`config.mk`:
```
export PLATFORM = sky130hd
export DESIGN_NAME = tile_link_flat
export DESIGN_NICKNAME = d
export VERILOG_FILES = /design/src/rtl/tile_link_if.sv /design/src/rtl/tile_link.sv /design/src/flat_wrapper.sv
export SDC_FILE = /design/constraint.sdc
export NUM_CORES = 1
export LEC_CHECK = 0
export ABC_AREA = 0
export ABC_CLOCK_PERIOD_IN_PS = 1600
export BUFFER_PORTS_ARGS = -buffer_cell sky130_fd_sc_hd__buf_4
export CAP_MARGIN = 30
export CELL_PAD_IN_SITES_DETAIL_PLACEMENT = 1
export CELL_PAD_IN_SITES_GLOBAL_PLACEMENT = 1
export CORE_ASPECT_RATIO = 0.8
export CORE_MARGIN = 3
export CORE_UTILIZATION = 39
export CTS_BUF_LIST = sky130_fd_sc_hd__clkbuf_8
export DETAILED_ROUTE_END_ITERATION = 6
export HOLD_SLACK_MARGIN = 0.08
export PLACE_DENSITY = 0.81
export REMOVE_ABC_BUFFERS = 1
export SYNTH_ARGS = -nofsm -noshare
export SYNTH_HDL_FRONTEND = slang
export SYNTH_SLANG_ARGS = --single-unit
```
`constraint.sdc`:
```
create_clock -name clk -period 1.6 [get_ports clk]
set_input_delay 0.08 -clock clk [delete_from_list [all_inputs] [get_ports clk]]
set_output_delay 0.08 -clock clk [all_outputs]
set_load 0.02 [all_outputs]
```
`src/rtl/tile_link_if.sv`:
```
// One side of a tile-to-link connection: the tile drives send/recv requests,
// and the link returns the received word, its valid flag and the send-done pulse.
interface tile_link_if #(
    parameter int WORD_W = 16
);
    logic [WORD_W-1:0] send_data;
    logic              send_ready;
    logic              recv_ready;
    logic [WORD_W-1:0] recv_data;
    logic              recv_valid;
    logic              send_done;

    modport master (
        output send_data, send_ready, recv_ready,
        input  recv_data, recv_valid, send_done
    );

    modport slave (
        input  send_data, send_ready, recv_ready,
        output recv_data, recv_valid, send_done
    );
endinterface

```
`src/rtl/tile_link.sv`:
```
// Point-to-point rendezvous channel between two adjacent tiles.
// Each direction has its own single-word buffer, a three-state FSM and a transfer counter.
module tile_link #(
    parameter int WORD_W = 16,
    parameter int CNT_W  = 8
) (
    input  logic             clk,
    input  logic             rst,
    tile_link_if.slave       a_if,
    tile_link_if.slave       b_if,
    output logic [CNT_W-1:0] xfer_cnt_ab_o,
    output logic [CNT_W-1:0] xfer_cnt_ba_o
);
    localparam logic [1:0] ST_IDLE = 2'd0;
    localparam logic [1:0] ST_FULL = 2'd1;
    localparam logic [1:0] ST_DONE = 2'd2;

    // Index 0 is the A->B direction, index 1 is B->A.
    logic [1:0][WORD_W-1:0] snd_data;
    logic [1:0]             snd_rdy;
    logic [1:0]             rcv_rdy;
    logic [1:0][WORD_W-1:0] rx_data;
    logic [1:0]             rx_valid;
    logic [1:0]             tx_done;
    logic [1:0][CNT_W-1:0]  cnt;

    assign snd_data[0] = a_if.send_data;
    assign snd_rdy[0]  = a_if.send_ready;
    assign rcv_rdy[0]  = b_if.recv_ready;
    assign snd_data[1] = b_if.send_data;
    assign snd_rdy[1]  = b_if.send_ready;
    assign rcv_rdy[1]  = a_if.recv_ready;

    assign b_if.recv_data  = rx_data[0];
    assign b_if.recv_valid = rx_valid[0];
    assign a_if.send_done  = tx_done[0];
    assign a_if.recv_data  = rx_data[1];
    assign a_if.recv_valid = rx_valid[1];
    assign b_if.send_done  = tx_done[1];

    assign xfer_cnt_ab_o = cnt[0];
    assign xfer_cnt_ba_o = cnt[1];

    genvar gi;
    generate
        for (gi = 0; gi < 2; gi++) begin : g_dir
            logic [1:0]        state_q, state_d;
            logic [WORD_W-1:0] buf_q, buf_d;
            logic [CNT_W-1:0]  cnt_q, cnt_d;

            always_comb begin
                state_d = state_q;
                buf_d   = buf_q;
                cnt_d   = cnt_q;
                case (state_q)
                    ST_IDLE: begin
                        if (snd_rdy[gi]) begin
                            buf_d   = snd_data[gi];
                            state_d = ST_FULL;
                        end
                    end
                    ST_FULL: begin
                        // A consume in the same cycle as a withdraw still completes.
                        if (rcv_rdy[gi]) begin
                            state_d = ST_DONE;
                            cnt_d   = cnt_q + 1'b1;
                        end else if (!snd_rdy[gi]) begin
                            state_d = ST_IDLE;
                        end
                    end
                    default: state_d = ST_IDLE;
                endcase
            end

            always_ff @(posedge clk or posedge rst) begin
                if (rst) begin
                    state_q <= ST_IDLE;
                    buf_q   <= '0;
                    cnt_q   <= '0;
                end else begin
                    state_q <= state_d;
                    buf_q   <= buf_d;
                    cnt_q   <= cnt_d;
                end
            end

            // Outputs depend only on registers, so reset clears them immediately.
            assign rx_valid[gi] = (state_q == ST_FULL);
            assign rx_data[gi]  = (state_q == ST_FULL) ? buf_q : '0;
            assign tx_done[gi]  = (state_q == ST_DONE);
            assign cnt[gi]      = cnt_q;
        end
    endgenerate
endmodule

```
`src/flat_wrapper.sv`:
```
// flat-port wrapper written by rule: the top's interface ports become plain ports
module tile_link_flat 
#(
    parameter int WORD_W = 16,
    parameter int CNT_W  = 8
)
  (clk, rst, xfer_cnt_ab_o, xfer_cnt_ba_o, a_if_send_data, a_if_send_ready, a_if_recv_ready, a_if_recv_data, a_if_recv_valid, a_if_send_done, b_if_send_data, b_if_send_ready, b_if_recv_ready, b_if_recv_data, b_if_recv_valid, b_if_send_done);
  tile_link_if #(.WORD_W(WORD_W)) a_if_i ();
  tile_link_if #(.WORD_W(WORD_W)) b_if_i ();
  input  logic clk;
  input  logic rst;
  output logic [CNT_W-1:0] xfer_cnt_ab_o;
  output logic [CNT_W-1:0] xfer_cnt_ba_o;
  input wire logic [$bits(a_if_i.send_data)-1:0] a_if_send_data;
  input wire logic [$bits(a_if_i.send_ready)-1:0] a_if_send_ready;
  input wire logic [$bits(a_if_i.recv_ready)-1:0] a_if_recv_ready;
  output wire logic [$bits(a_if_i.recv_data)-1:0] a_if_recv_data;
  output wire logic [$bits(a_if_i.recv_valid)-1:0] a_if_recv_valid;
  output wire logic [$bits(a_if_i.send_done)-1:0] a_if_send_done;
  input wire logic [$bits(b_if_i.send_data)-1:0] b_if_send_data;
  input wire logic [$bits(b_if_i.send_ready)-1:0] b_if_send_ready;
  input wire logic [$bits(b_if_i.recv_ready)-1:0] b_if_recv_ready;
  output wire logic [$bits(b_if_i.recv_data)-1:0] b_if_recv_data;
  output wire logic [$bits(b_if_i.recv_valid)-1:0] b_if_recv_valid;
  output wire logic [$bits(b_if_i.send_done)-1:0] b_if_send_done;
  assign a_if_i.send_data = a_if_send_data;
  assign a_if_i.send_ready = a_if_send_ready;
  assign a_if_i.recv_ready = a_if_recv_ready;
  assign a_if_recv_data = a_if_i.recv_data;
  assign a_if_recv_valid = a_if_i.recv_valid;
  assign a_if_send_done = a_if_i.send_done;
  assign b_if_i.send_data = b_if_send_data;
  assign b_if_i.send_ready = b_if_send_ready;
  assign b_if_i.recv_ready = b_if_recv_ready;
  assign b_if_recv_data = b_if_i.recv_data;
  assign b_if_recv_valid = b_if_i.recv_valid;
  assign b_if_send_done = b_if_i.send_done;
  tile_link #(.WORD_W(WORD_W), .CNT_W(CNT_W)) u_core (.clk(clk), .rst(rst), .a_if(a_if_i), .b_if(b_if_i), .xfer_cnt_ab_o(xfer_cnt_ab_o), .xfer_cnt_ba_o(xfer_cnt_ba_o));
endmodule
```
==> reports/qor.txt, run 1 <==
Final Cell Area - 3590 um^2
via count - 1,854
core area - 5620 um^2
Main synth FF type - dfrtp_1
Crit Path Max Fanout - 9
GP Congestion - 0.717
io pins - 90
WL/cell - 19.6 um
DRT Wirelength - 7600 um
Yosys reg bits - 52
CTS H-tree depth - 2
CP Data Required Time - 1520 ps
Yosys warning count - 0
static leakage - 1.74 nW
ranking of synthesized cells by area - dfrtp_1 (56%), mux2_2 (16%), and2_1 (8.9%), xnor2_1 (3.0%), xor2_1 (2.3%)
post-synth cell types - 28
initial antenna violation count - 0
DIE WIDTH - 92.3 um
vias in the first global route - 2,068
dpl hpwl - 4250 um
Port-buffer cells - 89
Fin. Hold Viols - 0
Slew Limit Fails - 0
CTS tree - done
number of CTS-inserted buffers - 5
largest net degree at the start of global routing - 32
first-pass GRT wire length - 12,000 um
VDD IR max - 0.721 mV
Area growth syn-to-layout - 54.5%
share of the synthesized area in the top cell type - 0.560
Worst EP arrival - 1440 ps
Relative slew margins - 0.659
Critical Path End Type - output port
RSZ-0062 raised after global routing - no
status - completed
CP Launch Type - flop
Total GRT Usage - 0.233
Die ar. - 6920 um^2
TritonRoute pass-1 iters - 4
Mapped Cells - 176
Clock Root Buffer - clkbuf_8
Vias/cell - 4.78
Post-synth EDFFs - 0
layout cells sized above 1 - 0.465
Slew @ Worst Pin - 511 ps
Longest Clk Path Bufs - 2
Initial Util - 0.414
number of clock sinks - 52
Cell Pwr Density - 1140 nW/um^2
Row Count - 24
drt first-iter violations - 32
max-cap check violation count - 0
Nets - 349
cell accounting for the most synthesized area - dfrtp_1
Area after DPL - 3120 um^2
clock slew seen by the registers of the worst setup and hold paths - 100 ps
grt total ovfl - 0
Mean Syn Cell Area - 13.2 um^2
Antenna Nets Post-Route - 0
worst-skew pair later-pin latency - 300 ps
n_diodes - 0
Crit Path Class - flop to output port
achievable frequency - 659 MHz
HP Class - input port to flop
chip height - 75.0 um
Seq/Total Area, Yosys - 0.560
asr flop ratio synth - 1.00
Worst Skew - 6.43 ps
synthesized area - 2320 um^2
fin crit share - 0.949
setup TNS - 0 ps
Residual DRC - 0
Tmin final - 1520 ps
final setup vio count - 0
[worst max-delay path: stages (launching register included)]
cell     delay (ps)
dfrtp_1         450
and2b_4         330
and2_1          180
buf_4           160
[per-layer routing]
layer	routed length, um	GRT usage	vias up
met5	0	0	-
met1	3100	0.278	943
li1	-	-	846
met4	124	0.0857	0
met3	293	0.0440	10
met2	4080	0.427	55
[registers in the layout, summed over array words and instances, names as in the netlist]
signal	cells
u_core.g_dir.state_q	4
u_core.xfer_cnt_ba_o	8
u_core.xfer_cnt_ab_o	8
u_core.g_dir.buf_q	32
[synthesized netlist by cell type (2+ instances only)]
| library cell | instances |
|---|---|
| xnor2_1 | 8 |
| buf_6 | 2 |
| nand4_1 | 3 |
| inv_1 | 5 |
| nor2_1 | 4 |
| nand4b_1 | 2 |
| buf_2 | 2 |
| xor2_1 | 6 |
| nand2_1 | 5 |
| ha_1 | 2 |
| mux2_2 | 33 |
| and2b_2 | 2 |
| and2_1 | 33 |
| nor2_4 | 2 |
| nor3_1 | 3 |
| dfrtp_1 | 52 |
[final timing paths]
kind                       cells after the start                       start  slack (ps)                          to
setup / recovery                               3  u_core.g_dir[1].state_q[1]          80           a_if_recv_data[1]
hold / removal                                 3             a_if_send_ready         130  u_core.g_dir[0].state_q[0]
setup reg to reg                               4  u_core.g_dir[0].state_q[1]         190     u_core.xfer_cnt_ab_o[1]
hold reg to reg                                1     u_core.xfer_cnt_ba_o[7]         480     u_core.xfer_cnt_ba_o[7]
max in group asynchronous                      4                         rst         680  u_core.g_dir[1].state_q[0]
min in group asynchronous                      3                         rst         360   u_core.g_dir[1].buf_q[11]
[where the power goes]
| part | leakage (nW) | switching (W) | internal (W) |
|---|---|---|---|
| combinational | 1.06 | 0.000698 | 0.000727 |
| clock | 0.0538 | 0.000440 | 0.000342 |
| sequential | 0.627 | 0.000285 | 0.00160 |
| total | 1.74 | 0.00142 | 0.00267 |
[what timing repair did]
action                                 4_1_cts  5_1_grt
hold buffers                                36        0
endpoints found under the hold margin       55        0
gates cloned                                 0        1
gates resized for setup                      2        3
setup endpoints to repair                   20       32
buffers inserted                             0        1
[cell usage in the layout, fill, tap and decap left out, types with 2 or more instances in the layout]
cell type and instances:
and2_1 33, and2b_2 2, and2b_4 2, buf_12 3, buf_4 90, clkbuf_8 6, dfrtp_1 51, dlygate4sd3_1 36
ha_1 2, inv_1 6, mux2_2 33, nand2_1 5, nand4_1 3, nand4b_1 2, nor2_1 4, nor2_4 2
nor3_1 3, xnor2_1 8, xor2_1 6
[through the flow]
stage | util | hold slack (ps) | cells | setup WS (ps) | power (W)
2_1_floorplan | - | 167 | 172 | 190 | 0.00257
3_3_place_gp | 0.555 | 136 | 342 | 128 | 0.00313
3_5_place_dp | 0.555 | 139 | 342 | 76.1 | 0.00320
4_1_cts | 0.635 | 136 | 386 | 64.4 | 0.00405
5_1_grt | 0.639 | 147 | 388 | 4.01 | 0.00432
6_report | 0.639 | 129 | 388 | 82.2 | 0.00410
[logic make-up after synthesis]
family                   Yosys count  synth area share
multiplexers                      34             0.165
adder cells (fa/ha/maj)            2            0.0108
buffers and inverters              9            0.0221
flip-flops                        52             0.560
AND/OR/NAND/NOR                   64             0.187
XOR/XNOR                          14            0.0528
AO/OA/AOI/OAI                      1           0.00215
[layout make-up]
class,instances,area [um^2]
clock buffer,6,82.6
clock inverter,2,7.51
fill,586,2030
inverter,5,18.8
multi-input combinational,116,982
sequential,52,1300
tap,78,97.6
timing repair buffer,129,1100
Power figures use the tool's default switching activity.
==> run 2: changes to the inputs <==
Settings changed: CORE_ASPECT_RATIO 0.8 to not set, REMOVE_ABC_BUFFERS 1 to not set.
==> run 2 against run 1 <==
Effect of this change: clock-buffer cell count shrank 1; clock skew up 1.3 ps; clock power rose by 13%; design area increased by 0.94%; sequential cell count stayed put; die area barely moved; sequential share of layout area fell by 0.30 points; fmax fell by 2.0%; first-iteration DRC count rose by 91%; critical endpoint is now b_if_recv_data[9].
==> reports/qor.txt, run 2 (synthesis results as in run 1) <==
status - completed
core area - 5640 um^2 (+0.47%)
io pins - 90 (unchanged)
max FFs per register - 32 (unchanged)
Total GRT Usage - 0.201 (-0.0317)
DIE WIDTH - 83.2 um (-9.9%)
final setup vio count - 0 (unchanged)
Cell Pwr Density - 1150 nW/um^2 (+0.46%)
Die ar. - 6920 um^2 (about the same)
dpl hpwl - 4100 um (-3.3%)
Slew @ Worst Pin - 472 ps (-39.3 ps)
Vias/cell - 4.74 (-0.76%)
CP Data Required Time - 1520 ps (about the same)
Overall Power - 0.00415 W (+1.4%)
Worst Skew - 7.71 ps (+1.28 ps)
Slew Limit Fails - 0 (unchanged)
Critical Path End Type - output port
initial antenna violation count - 0 (unchanged)
Crit path largest cell delay - 420 ps (-30 ps)
CP cell instances - and2b_2 > buf_8 > and2_1 > buf_4
Row Count - 27 (+13%)
fillers - 567 (-3.2%)
Antenna Nets Post-Route - 0 (unchanged)
worst-skew pair later-pin latency - 300 ps (about the same)
CTS H-tree depth - 2 (unchanged)
number of CTS-inserted buffers - 5 (unchanged)
CTS tree - done
HP Class - input port to flop
Placed Cells incl. Taps - 337 (-1.5%)
final cell count without fillers - 384 (-1.0%)
Nets - 351 (+0.57%)
VDD IR max - 0.947 mV (+31%)
DRT Wirelength - 6720 um (-12%)
WL/cell - 17.5 um (-11%)
critical path's top delay family - simple AND/OR/NAND/NOR gates
max-cap check violation count - 0 (unchanged)
vias in the first global route - 2,073 (+0.24%)
most common cell after layout, fill and taps aside - buf_4
Clock Root Buffer - clkbuf_8
Residual DRC - 0 (unchanged)
achievable frequency - 645 MHz (-2.0%)
Longest Clk Path Bufs - 2 (unchanged)
Register Area - 1300 um^2 (about the same)
Worst EP arrival - 1470 ps (+30 ps)
Area growth syn-to-layout - 55.9%
Initial Util - 0.412 (-0.00193)
Port-buffer cells - 89 (unchanged)
CP Launch Type - flop
via count - 1,821 (-1.8%)
most frequent cells in the layout - buf_4 (92), dfrtp_1 (50), dlygate4sd3_1 (36)
Fin. Hold Viols - 0 (unchanged)
number of clock sinks - 52 (unchanged)
first-pass GRT wire length - 11,100 um (-7.4%)
n_diodes - 0 (unchanged)
crit path buf inv count - 2 (+1)
largest reg by FF count - u_core.g_dir.buf_q
chip height - 83.2 um (+11%)
GP Congestion - 0.734 (+2.4%)
Tmin final - 1550 ps (+31.6 ps)
CP max stage cell - dfrtp_1
Crit Path Max Fanout - 17 (+8)
fin crit share - 0.968 (+0.0197)
grt total ovfl - 0 (unchanged)
largest net degree at the start of global routing - 33 (+3.1%)
multi-input logic area - 975 um^2 (-0.76%)
Relative slew margins - 0.685 (+0.0263)
Crit Path Class - flop to output port
TritonRoute pass-1 iters - 4 (unchanged)
layout cells sized above 1 - 0.478 (+0.0130)
drt first-iter violations - 61 (+91%)
clock slew seen by the registers of the worst setup and hold paths - 90 ps (about the same)
static leakage - 1.76 nW (+1.1%)
Syn Nets - 216
[run 2: worst paths after layout]
kind / start / to / slack (ps) / depth (start not counted)
max in group asynchronous: rst / u_core.g_dir[1].state_q[0] / 680 / 4
max: u_core.g_dir[0].state_q[1] / b_if_recv_data[9] / 50 / 4
min: a_if_send_ready / u_core.g_dir[0].state_q[0] / 150 / 3
max reg2reg: u_core.g_dir[0].state_q[1] / u_core.g_dir[0].buf_q[6] / 220 / 4
min in group asynchronous: rst / u_core.g_dir[0].buf_q[14] / 370 / 3
min reg2reg: u_core.xfer_cnt_ba_o[7] / u_core.xfer_cnt_ba_o[7] / 480 / 1
[run 2: per-layer routing]
| layer | up-vias | wire, um | GRT usage |
|---|---|---|---|
| met5 | - | 0 | 0 |
| met4 | 0 | 135 | 0.0550 |
| met3 | 12 | 275 | 0.0347 |
| met2 | 56 | 3730 | 0.379 |
| met1 | 899 | 2580 | 0.232 |
| li1 | 854 | - | - |
[run 2: what timing repair did]
item	4_1_cts	5_1_grt
hold endpoints to repair	55	0
cloned	0	0
setup endpoints to repair	3	22
gates resized for setup	1	6
buffers inserted	0	3
hold buffers	36	0
[run 2: power breakdown]
group          total (W)  switching [W]  internal (W)
Clock           0.000884       0.000425      0.000459
Combinational    0.00140       0.000673      0.000730
Sequential       0.00187       0.000262       0.00160
[run 2: stage by stage]
| stage | setup slack [ps] | area (um^2) | utilization | hold slack (ps) | TNS, ps |
|---|---|---|---|---|---|
| global route | -33.7 | 3620 | 0.642 | 147 | -102 |
| floorplan | 262 | 2320 | - | 167 | 0 |
| CTS | 24.1 | 3580 | 0.635 | 134 | 0 |
| global placement | 297 | 3120 | 0.552 | 130 | 0 |
| detailed placement | 257 | 3120 | 0.552 | 129 | 0 |
| finish | 50.6 | 3620 | 0.642 | 150 | 0 |
[run 2: cell type report]
type / instances / share of cell area
multi-input cells: 115 / 0.269
flip-flops and latches: 52 / 0.360
clock inverters: 3 / 0.0107
inverters: 5 / 0.00518
repair buffers: 132 / 0.311
clock buffers: 5 / 0.0190
well taps: 72 / 0.0249
[run 2: worst register-to-register path, delay by kind of cell, from the launching register on]
family / cells / cell delay, ps
buffers and inverters: 1 / 160
flip-flops: 1 / 420
multiplexers: 1 / 350
AND/OR/NAND/NOR: 2 / 330
